### src/rtl/minmax_search_64.sv
// minmax_search_64 -- sequential max/min search over an operand memory,
// using an external multi-cycle double-precision comparator.
//
// Ports:
//   clk, rst            clock, asynchronous active-low reset
//   start, len, mode    request; len elements at 0..len-1, mode 0=max 1=min
//   rd_en, rd_addr      operand memory read port (data returns next cycle)
//   rd_data             operand memory read data
//   cmp_sta             one-cycle compare request
//   cmp_a, cmp_b        comparator operands (candidate, current best)
//   cmp_agb, cmp_alb    comparator flags, qualified by cmp_done
//   cmp_done            comparator completion strobe
//   busy, done          status; done is a one-cycle pulse
//   result, result_idx  extreme value and its address, held until next start
//   err                 len=0 or comparator timeout
module minmax_search_64 #(
  parameter int DATA_W = 64,
  parameter int ADDR_W = 8,
  parameter int TMO    = 16
) (
  input  logic              clk,
  input  logic              rst,
  input  logic              start,
  input  logic [ADDR_W-1:0] len,
  input  logic              mode,
  output logic              rd_en,
  output logic [ADDR_W-1:0] rd_addr,
  input  logic [DATA_W-1:0] rd_data,
  output logic              cmp_sta,
  output logic [DATA_W-1:0] cmp_a,
  output logic [DATA_W-1:0] cmp_b,
  input  logic              cmp_agb,
  input  logic              cmp_alb,
  input  logic              cmp_done,
  output logic              busy,
  output logic              done,
  output logic [DATA_W-1:0] result,
  output logic [ADDR_W-1:0] result_idx,
  output logic              err
);

  localparam int TW = $clog2(TMO + 1);
  localparam logic [TW-1:0]     TMO_LAST = TW'(TMO - 1);
  localparam logic [TW-1:0]     T_ONE    = TW'(1);
  localparam logic [ADDR_W-1:0] A_ONE    = ADDR_W'(1);

  typedef enum logic [2:0] {
    IDLE, FETCH0, LOAD0, FETCH, ISSUE, WAIT, DONE
  } state_t;

  state_t            state;
  logic [ADDR_W-1:0] len_q;
  logic              mode_q;
  logic [ADDR_W-1:0] i;
  logic [ADDR_W-1:0] best_idx;
  logic [DATA_W-1:0] best;
  logic [DATA_W-1:0] cand;
  logic [TW-1:0]     tmo_cnt;

  logic [ADDR_W-1:0] i_nxt;
  logic              take;

  assign i_nxt = i + A_ONE;
  // Strict compare only: ties and unordered (NaN) keep the earlier index.
  assign take  = mode_q ? cmp_alb : cmp_agb;

  // rd_data is only valid during ISSUE; afterwards the latched copy keeps
  // cmp_a stable for the whole compare. best does not change until WAIT ends.
  assign cmp_a = (state == ISSUE) ? rd_data : cand;
  assign cmp_b = best;

  always_ff @(posedge clk or negedge rst) begin
    if (!rst) begin
      state      <= IDLE;
      len_q      <= '0;
      mode_q     <= 1'b0;
      i          <= '0;
      best_idx   <= '0;
      best       <= '0;
      cand       <= '0;
      tmo_cnt    <= '0;
      rd_en      <= 1'b0;
      rd_addr    <= '0;
      cmp_sta    <= 1'b0;
      busy       <= 1'b0;
      done       <= 1'b0;
      result     <= '0;
      result_idx <= '0;
      err        <= 1'b0;
    end else begin
      // strobes default low; outputs are registered on entry to a state
      rd_en   <= 1'b0;
      cmp_sta <= 1'b0;
      done    <= 1'b0;
      case (state)
        IDLE: begin
          if (start) begin
            len_q      <= len;
            mode_q     <= mode;
            err        <= 1'b0;
            result     <= '0;
            result_idx <= '0;
            busy       <= 1'b1;
            if (len == '0) begin
              err   <= 1'b1;
              done  <= 1'b1;
              state <= DONE;
            end else begin
              rd_en   <= 1'b1;
              rd_addr <= '0;
              state   <= FETCH0;
            end
          end
        end
        FETCH0: state <= LOAD0;
        LOAD0: begin
          best     <= rd_data;
          best_idx <= '0;
          i        <= A_ONE;
          if (len_q == A_ONE) begin
            // result is loaded together with done so it is valid on the pulse
            result     <= rd_data;
            result_idx <= '0;
            done       <= 1'b1;
            state      <= DONE;
          end else begin
            rd_en   <= 1'b1;
            rd_addr <= A_ONE;
            state   <= FETCH;
          end
        end
        FETCH: begin
          cmp_sta <= 1'b1;
          state   <= ISSUE;
        end
        ISSUE: begin
          cand    <= rd_data;
          tmo_cnt <= '0;
          state   <= WAIT;
        end
        WAIT: begin
          if (cmp_done) begin
            if (take) begin
              best     <= cand;
              best_idx <= i;
            end
            i <= i_nxt;
            if (i_nxt == len_q) begin
              result     <= take ? cand : best;
              result_idx <= take ? i : best_idx;
              done       <= 1'b1;
              state      <= DONE;
            end else begin
              rd_en   <= 1'b1;
              rd_addr <= i_nxt;
              state   <= FETCH;
            end
          end else if (tmo_cnt == TMO_LAST) begin
            // TMO cycles spent in WAIT: give up with the best found so far
            err        <= 1'b1;
            result     <= best;
            result_idx <= best_idx;
            done       <= 1'b1;
            state      <= DONE;
          end else begin
            tmo_cnt <= tmo_cnt + T_ONE;
          end
        end
        DONE: begin
          busy  <= 1'b0;
          state <= IDLE;
        end
        default: state <= IDLE;
      endcase
    end
  end

endmodule
### config.mk
export PLATFORM = sky130hd
export DESIGN_NAME = minmax_search_64
export DESIGN_NICKNAME = d
export VERILOG_FILES = /design/src/rtl/minmax_search_64.sv
export SDC_FILE = /design/constraint.sdc
export NUM_CORES = 1
export LEC_CHECK = 0
export BUFFER_PORTS_ARGS = -buffer_cell sky130_fd_sc_hd__buf_2
export CORE_MARGIN = 2
export CORE_UTILIZATION = 55
export CTS_CLUSTER_SIZE = 20
export DETAILED_ROUTE_END_ITERATION = 6
export PLACE_DENSITY = 0.79
export SLEW_MARGIN = 15
export SYNTH_ARGS = -nofsm -noshare
export SYNTH_HDL_FRONTEND = slang
export SYNTH_SLANG_ARGS = --single-unit
export TNS_END_PERCENT = 5
### constraint.sdc
create_clock -name clk -period 4.8 [get_ports clk]
set_input_delay 0.48 -clock clk [delete_from_list [all_inputs] [get_ports clk]]
set_output_delay 0.48 -clock clk [all_outputs]
set_load 0.005 [all_outputs]
======== Word-level counts from Yosys, hierarchy flattened ========
Index checks and enable logic that the tools add are counted.
operators by class
  equality and inequality tests ........... 20
  multiplexer cells ....................... 58
  $add $sub $neg .......................... 2
  reduce and logical (&&, ||, !) cells .... 15
operators by type and width
  cell                                            number
  2-to-1 mux 64 bit                               8
  one-hot mux 64 bit (3 select lines)             1
  one-hot mux 64 bit (2 select lines)             1
  2-to-1 mux 8 bit                                13
  one-hot mux 8 bit (3 select lines)              2
  one-hot mux 8 bit (2 select lines)              2
  2-to-1 mux 3 bit                                6
  != test 2 bit (second input constant)           9
  one-hot mux 3 bit (6 select lines)              1
  2-to-1 mux 1 bit                                17
  2-to-1 mux 5 bit                                2
  one-hot mux 5 bit (2 select lines)              1
  == test 3 bit (second input constant)           3
  adder 8 x 1 -> 8 bit (second input constant)    1
  == test 8 x 1 -> 1 bit (second input constant)  1
  == test 8 bit                                   1
  logical NOT 8 bit                               1
  AND reduction 2 bit                             4
  nonzero test 2 bit                              4
  == test 3 x 2 -> 1 bit (second input constant)  2
  != test 3 bit (second input constant)           2
  one-hot mux 1 bit (3 select lines)              2
  AND reduction 6 bit                             1
  adder 5 x 1 -> 5 bit (second input constant)    1
  other kinds (8)                                 9
storage, ports and cells
  input bits .............................. 79
  output and inout port bits .............. 213
  logic and storage cells ................. 111
  register bits ........................... 246

======== Logic depth before layout (Yosys ltp) ========
Gate-level depths: netlist of run 1.
  word-level depth ........................ 5
  mapped depth ............................ 10

======== Least setup slack after synthesis of run 1 ========
No wires, ideal clock.
  path type ............................... flip-flop to flip-flop
  start ................................... reg i[0]
  end ..................................... reg result_idx[1]
  slack ................................... 2.329 ns
  path buffers ............................ 3
  cell stages (with the launch flop) ...... 10
  arrival time ............................ 2.349 ns
  period minus slack after synthesis ...... 2.471 ns
  data required time ...................... 4.678 ns
  path through ............................ dfrtp_1 > buf_2 > nand3_4 > or3_1 > clkbuf_1 > xor2_1 > a2111oi_4 > nand4_2 > clkbuf_1 > a32o_1
between the ends
  longest elaborated chain between the ends .. 4
ends and longest elaborated chain
  what                                  line  RTL
  start, declared                       54    logic [ADDR_W-1:0] i;
  start signal, assigned                147   i <= i_nxt;
  adder 8 x 1 -> 8 bit                  63    assign i_nxt = i + A_ONE;
  == test 8 bit                         148   if (i_nxt == len_q) begin
  != test 3 bit (no source line)        n/a
  AND reduction 5 bit (no source line)  n/a
  end signal, assigned                  150   result_idx <= take ? i : best_idx;
  end signal, assigned                  162   result_idx <= best_idx;
  end, declared                         38    output logic [ADDR_W-1:0] result_idx,
Every way passes these cells.
A chain may end at the register's enable or synchronous reset.

======== Worst setup path after layout of run 1 ========
  start ................................... reg i[3]
  end ..................................... reg result[47]
between the ends
  longest elaborated chain between the ends .. 4
ends and longest elaborated chain
  what                                  line  RTL
  adder 8 x 1 -> 8 bit                  63
  == test 8 bit                         148
  != test 3 bit (no source line)        n/a
  AND reduction 5 bit (no source line)  n/a
  end signal, assigned                  122   result <= rd_data;
  end signal, assigned                  149   result <= take ? cand : best;
  end signal, assigned                  161   result <= best;
  end, declared                         37    output logic [DATA_W-1:0] result,
Every way passes these cells.

==> results of run 1 <==
==> kinds of logic (layout without fill, tap and decap cells) <==
kind of cell / after synthesis / count (layout)
flops: 246 / 246
simple gates: 432 / 432
compound gates: 259 / 259
mux: 21 / 21
other cells: 0 / 1
xor+xnor: 15 / 15
fa+ha+maj: 3 / 3
buf+inv: 179 / 426
==> report_power, final <==
group	internal [mW]	switching, mW
combinational	1.72	2.53
clock	1.35	0.823
sequential	3.00	0.718
total	6.07	4.07
==> per-layer routing <==
metal / global-route usage / vias up / wire length [microns]
li1: - / 4708 / -
met1: 0.414 / 5178 / 13700
met2: 0.497 / 535 / 16600
met3: 0.0724 / 76 / 3140
met4: 0.108 / 0 / 1110
met5: 0 / - / 0
==> per-stage QoR <==
stage	setup slack (ns)	hold WS, ns
detailed placement	1.58	0.485
finish	1.52	0.0233
global route	1.26	0.0979
CTS	1.57	0.0968
floorplan	2.33	0.184
global placement	1.70	0.481
==> cell usage in the layout, fill, tap and decap left out, drive strengths merged, types with 10 or more instances in the layout <==
cell type,n
a21oi,10
clkbuf,36
xor2,10
a222oi,64
nand2,217
a32oi,64
dfrtp,246
nand3,11
inv,70
o21ai,19
mux2i,12
a221oi,65
nor2,95
and3,68
buf,309
==> worst max-delay path, delay by kind of cell, from the launching register on <==
kind	cells	cell delay, ns
xor+xnor	1	0.23
compound gates	2	0.76
flops	1	0.55
buf+inv	1	0.48
simple gates	3	1.13
==> registers in the layout, indices dropped and copies added, names as in the netlist, 8 cells and up <==
name and count:
len_q 8, result 64, rd_addr 8, result_idx 8, i 8, cand 64, best_idx 8, cmp_b 64
==> cell type report <==
| type | count | area, sq um |
|---|---|---|
| clock buffer | 36 | 749 |
| inverter | 70 | 263 |
| fill | 1528 | 6390 |
| tap | 270 | 338 |
| sequential | 246 | 6160 |
| timing repair buffer | 309 | 1630 |
| antenna | 1 | 2.50 |
| clock inverter | 11 | 183 |
| multi-input combinational | 730 | 4650 |
==> worst paths after layout <==
kind	start	endpoint	slack, ns	depth (start not counted)
worst max-delay path	i[3]$_DFFE_PN0P_	result[47]$_DFFE_PN0P_	1.52	7
worst min-delay path	rst	len_q[7]$_DFFE_PN0P_	0.02	1
worst max register to register	i[3]$_DFFE_PN0P_	result[47]$_DFFE_PN0P_	1.52	7
worst min register to register	best_idx[5]$_DFFE_PN0P_	best_idx[5]$_DFFE_PN0P_	0.50	1
max in group asynchronous	rst	result[0]$_DFFE_PN0P_	3.57	2
min in group clk	mode	mode_q$_DFFE_PN0P_	0.18	2
==> results.md, run 1 <==
- Max-Cap Viols: 0
- Synth Register Bits: between 200 and 250
- Netlist Area Pre-Place: 0.0114 sq mm
- Port-buffer cells: 291
- Slew @ Worst Pin: slightly below 1 ns
- Post-Synth XOR/XNOR Area: 0.0115
- DP Area: about 0.013 sq mm
- Critical Path Slowest Stage Cell: dfrtp_1
- EDFF count, synth: 0
- Slew HR: 0.351
- DR WL/cell: 20.6 microns
- TritonCTS clock tree: done
- Antenna violations before repair: 2
- Post-synthesis simple-gate area fraction: 0.169
- Finished Layout Cells: approximately 1700
- First-pass GRT wire length: between 50000 and 60000 microns
- Failing checks: DRC
- Post-CTS Hold Buffers: 0
- Slew Viols, Final: 0
- Top FF cell, synth: dfrtp_1
- Top-count cell post-synth: dfrtp_1
- Fmax: slightly above 300 MHz
- Async SR Flop Fraction: 1.00
- Die Height: 148 microns
- Setup TNS: 0 ns
- DIE AREA: around 0.022 sq mm
- Largest net degree at the start of global routing: between 100 and 150
- H-tree levels: 1
- Critical Path End Type: flip-flop
- Total power: 10.1 mW
- Post-synthesis compound-gate area fraction: 0.199
- Min-Delay Path Class: primary input to async pin
- Initial Utilization: 0.562
- Arrival @ worst endpoint: about 3.7 ns
- Distinct cell type count after synthesis: between 50 and 60
- TritonRoute pass-1 iters: 7
- GRT overflow: 0
- CP max FO: 44
- Vias: 10500
- Final WL: ~34000 microns
- Cells after Synth: about 1200
- Synth Area per Inst: just under 10 sq um
- Worst-path clk slew: about 0.060 ns
- DR iter-0 viols: 1209
- CP Class: flip-flop to flip-flop
- # rows: 52
- CTS Buffer Depth: 3
- Gr usage total: 0.309
- Setup Skew: 0.0105 ns
- Pwr Density: a little over 700 mW/mm^2
- Post-route DRC: 15
- Core Region: 0.0204 sq mm
- Most instantiated cells after synthesis: dfrtp_1 (246), nand2_1 (217), nor2_1 (95)
- Register area share after synthesis: 0.538
- Min Tclk post-route: 3.28 ns
- Worst EP required: roughly 5.2 ns
- Placed wire-length estimate: 21300 microns
- Largest cells by area after synthesis: dfrtp_1 (54%), nand2_1 (7.1%), a222oi_1 (5.6%)
- IO Count: slightly below 300
- Die width: around 150 microns
- Antenna Nets Post-Route: 0
- Dominant cell type by area after synthesis: dfrtp_1
- GPL Wtd Cong: approximately 0.90
- Max VDD drop: approximately 0.43 mV
- CP startpoint kind: flip-flop
- Post-CTS Setup Repair Bufs: 0
- Root Driver: clkbuf_16
- Period utilization: 0.683
- Num Clock Sinks: ~250
- Post-cts resize count: 0
- CTS Buf Count: 26
- Layout cells sized above 1: 0.267
- Layout area overhead: 22.0%
- Final Hold Fails: 0
- Vias in the first global route: around 10000
- Core Util, Final: 0.686
- Synth warn: 0
- Synthesized-area fraction occupied by adder cells: 0.00328
- Crit path cell chain: nand3_1, or3_1, xor2_1, a2111oi_4, nand4_4, buf_4, a32oi_1
- Average via count per standard cell: roughly 6.3
- Status: complete, but fails checks
- Post-synthesis mux area share: 0.0193
- RSZ-0062 raised after global routing: false
- Post-Place Cells: between 1500 and 2000
- Lkg Pwr: 7.30 nW
- Nets: between 1000 and 1500
- Largest family of logic cells by synthesized area: compound AO/OA/AOI/OAI gates
- Post-synth top area share: 0.538
- Net Count, Synth: 1237
- Final Setup Violations: 0
- Fin area: 0.0140 sq mm
- Worst skew pair latency: between 0.5 and 0.6 ns
- Crit path largest cell delay: around 0.55 ns
Note: power is estimated with default switching activity, not from simulation.
==> inputs of run 2 (changes only) <==
- CORE_UTILIZATION: 55 -> 48
- PLACE_DENSITY: 0.79 -> 0.73
- clock period: 4.8 -> 2.74 ns (I/O delays scaled with it)
==> results.md, run 2 (synthesis results as in run 1) <==
- CP startpoint kind: flip-flop
- Lkg Pwr: between 7 and 8 nW
- CTS Buf Count: 27
- Failing checks: DRC
- Worst Path Buf+Inv: 2
- Critical Path End Type: flip-flop
- Post-route DRC: 37
- Status: complete, but fails checks
- Worst skew pair latency: 0.53 ns
- CP max FO: 20
- CP Class: flip-flop to flip-flop
- Die Height: between 150 and 200 microns
- Crit path largest cell delay: between 0.5 and 0.6 ns
- Die width: ~160 microns
- Gr usage total: 0.288
- IO Count: about 290
- Min Tclk post-route: about 2.7 ns
- Average via count per standard cell: around 6.0
- Slew @ Worst Pin: roughly 0.60 ns
- Layout area overhead: 31.1%
- Root Driver: clkbuf_16
- GRT overflow: 0
- Num Clock Sinks: roughly 250
- Delay-heaviest family, CP: compound AO/OA/AOI/OAI gates
- Min-Delay Path Class: primary input to flip-flop
- Final worst setup slack: roughly 0.044 ns
- H-tree levels: 1
- Place WS: approximately 0.084 ns
- Largest net degree at the start of global routing: 75
- Diodes inserted: 0
- Worst EP required: roughly 3.1 ns
- Nets: 1552
- Max VDD drop: 0.690 mV
- Final WL: roughly 37000 microns
- Multi-input logic area: 0.00467 sq mm
- Total power: between 15 and 20 mW
- Crit path cell chain: nand3_1, or3_1, xor2_1, a2111o_1, o31ai_4, buf_4, clkbuf_16, a32oi_1
- Fillcell total: between 1500 and 2000
- Core Region: 0.0235 sq mm
- Setup Skew: between 0.01 and 0.015 ns
- Final Hold Fails: 0
- GPL Wtd Cong: about 0.84
- Worst-path clk slew: approximately 0.060 ns
- CTS Buffer Depth: 3
- Slew HR: 0.599
- DR iter-0 viols: 1269
- DIE AREA: about 0.025 sq mm
- Fmax: approximately 370 MHz
- Vias in the first global route: approximately 10000
- Antenna violations before repair: 0
- Max-Cap Viols: 0
- TritonRoute pass-1 iters: 7
- Initial Utilization: 0.488
- Vias: approximately 11000
- Critical Path Slowest Stage Cell: a2111o_1
- Arrival @ worst endpoint: 3.09 ns
- # rows: 56
- Placed wire-length estimate: 22900 microns
- Final Setup Violations: 0
- Antenna Nets Post-Route: 0
- Layout cells sized above 1: 0.273
- Period utilization: 0.984
- Register area: around 0.0062 sq mm
- First-pass GRT wire length: between 50000 and 60000 microns
- DR WL/cell: just over 20 microns
- Most common cell after layout, fill and taps aside: buf_2
- Port-buffer cells: just under 300
- Pwr Density: approximately 1200 mW/mm^2
- Commonest cells after routing, fill and taps aside: buf_2 (290), dfrtp_1 (244), nand2_1 (216), nor2_1 (93), inv_1 (70)
- Slew Viols, Final: 0
- TritonCTS clock tree: done
-- run 2: cell types whose count changed in the layout (fill, tap and decap cells not counted), sizes merged --
cell	previous run	this run
buf	309	336
bufinv	5	3
clkbuf	36	44
clkinv	5	2
clkinvlp	1	0
diode	1	0
dlygate4sd3	0	58
inv	70	71
-- run 2: tightest hold or removal path, stage by stage --
cell and delay (ns):
buf_2 0.10, nand2_1 0.05, nand2_1 0.08
-- run 2: final timing paths --
kind                                         start                       to  slack, ns  depth (start not counted)
setup / recovery                  i[5]$_DFFE_PN0P_   result[23]$_DFFE_PN0P_       0.04                          8
hold / removal                         rd_data[31]       cand[31]$_DFF_PN0_       0.02                          3
setup reg to reg                  i[5]$_DFFE_PN0P_   result[23]$_DFFE_PN0P_       0.04                          8
hold reg to reg            best_idx[0]$_DFFE_PN0P_  best_idx[0]$_DFFE_PN0P_       0.50                          1
max in group asynchronous                      rst  best_idx[3]$_DFFE_PN0P_       1.59                          3
min in group asynchronous                      rst          rd_en$_DFF_PN0_       0.33                          2
-- run 2: metrics by stage --
step	hold WS [ns]	setup TNS [ns]	instances	util	cell area (sq um)
3_5_place_dp	0.309	0	1698	0.573	13400
3_3_place_gp	0.305	0	1698	0.573	13400
2_1_floorplan	-0.0216	0	1155	-	11400
5_1_grt	0.00556	-0.345	1809	0.640	15000
4_1_cts	0.000526	0	1804	0.636	14900
6_report	0.0201	0	1809	0.640	15000
-- run 2: area by class of cell --
| type | instances | share of cell area |
|---|---|---|
| Sequential cell | 246 | 0.410 |
| Multi-Input combinational cell | 730 | 0.311 |
| Timing Repair Buffer | 395 | 0.173 |
| Clock buffer | 43 | 0.0543 |
| Tap cell | 319 | 0.0266 |
| Inverter | 70 | 0.0175 |
| Clock inverter | 6 | 0.00725 |
-- run 2: timing repair --
item / 4_1_cts / 5_1_grt
buffers inserted: 0 / 3
hold endpoints to repair: 136 / 1
setup endpoints to repair: 0 / 126
hold buffers: 57 / 1
resized for setup: 0 / 6
-- run 2: report_power, final --
| part | internal [mW] | switching [mW] | total, mW |
|---|---|---|---|
| Sequential | 5.26 | 1.22 | 6.48 |
| Clock | 2.31 | 1.47 | 3.78 |
| Combinational | 3.33 | 4.61 | 7.94 |
-- run 2: metal layers --
layer | GRT usage | vias to the layer above | share of wire
met1 | 0.384 | 5324 | 0.40
met3 | 0.0705 | 86 | 0.096
li1 | - | 4875 | -
met2 | 0.467 | 591 | 0.47
met5 | 0 | - | 0
met4 | 0.0897 | 0 | 0.031
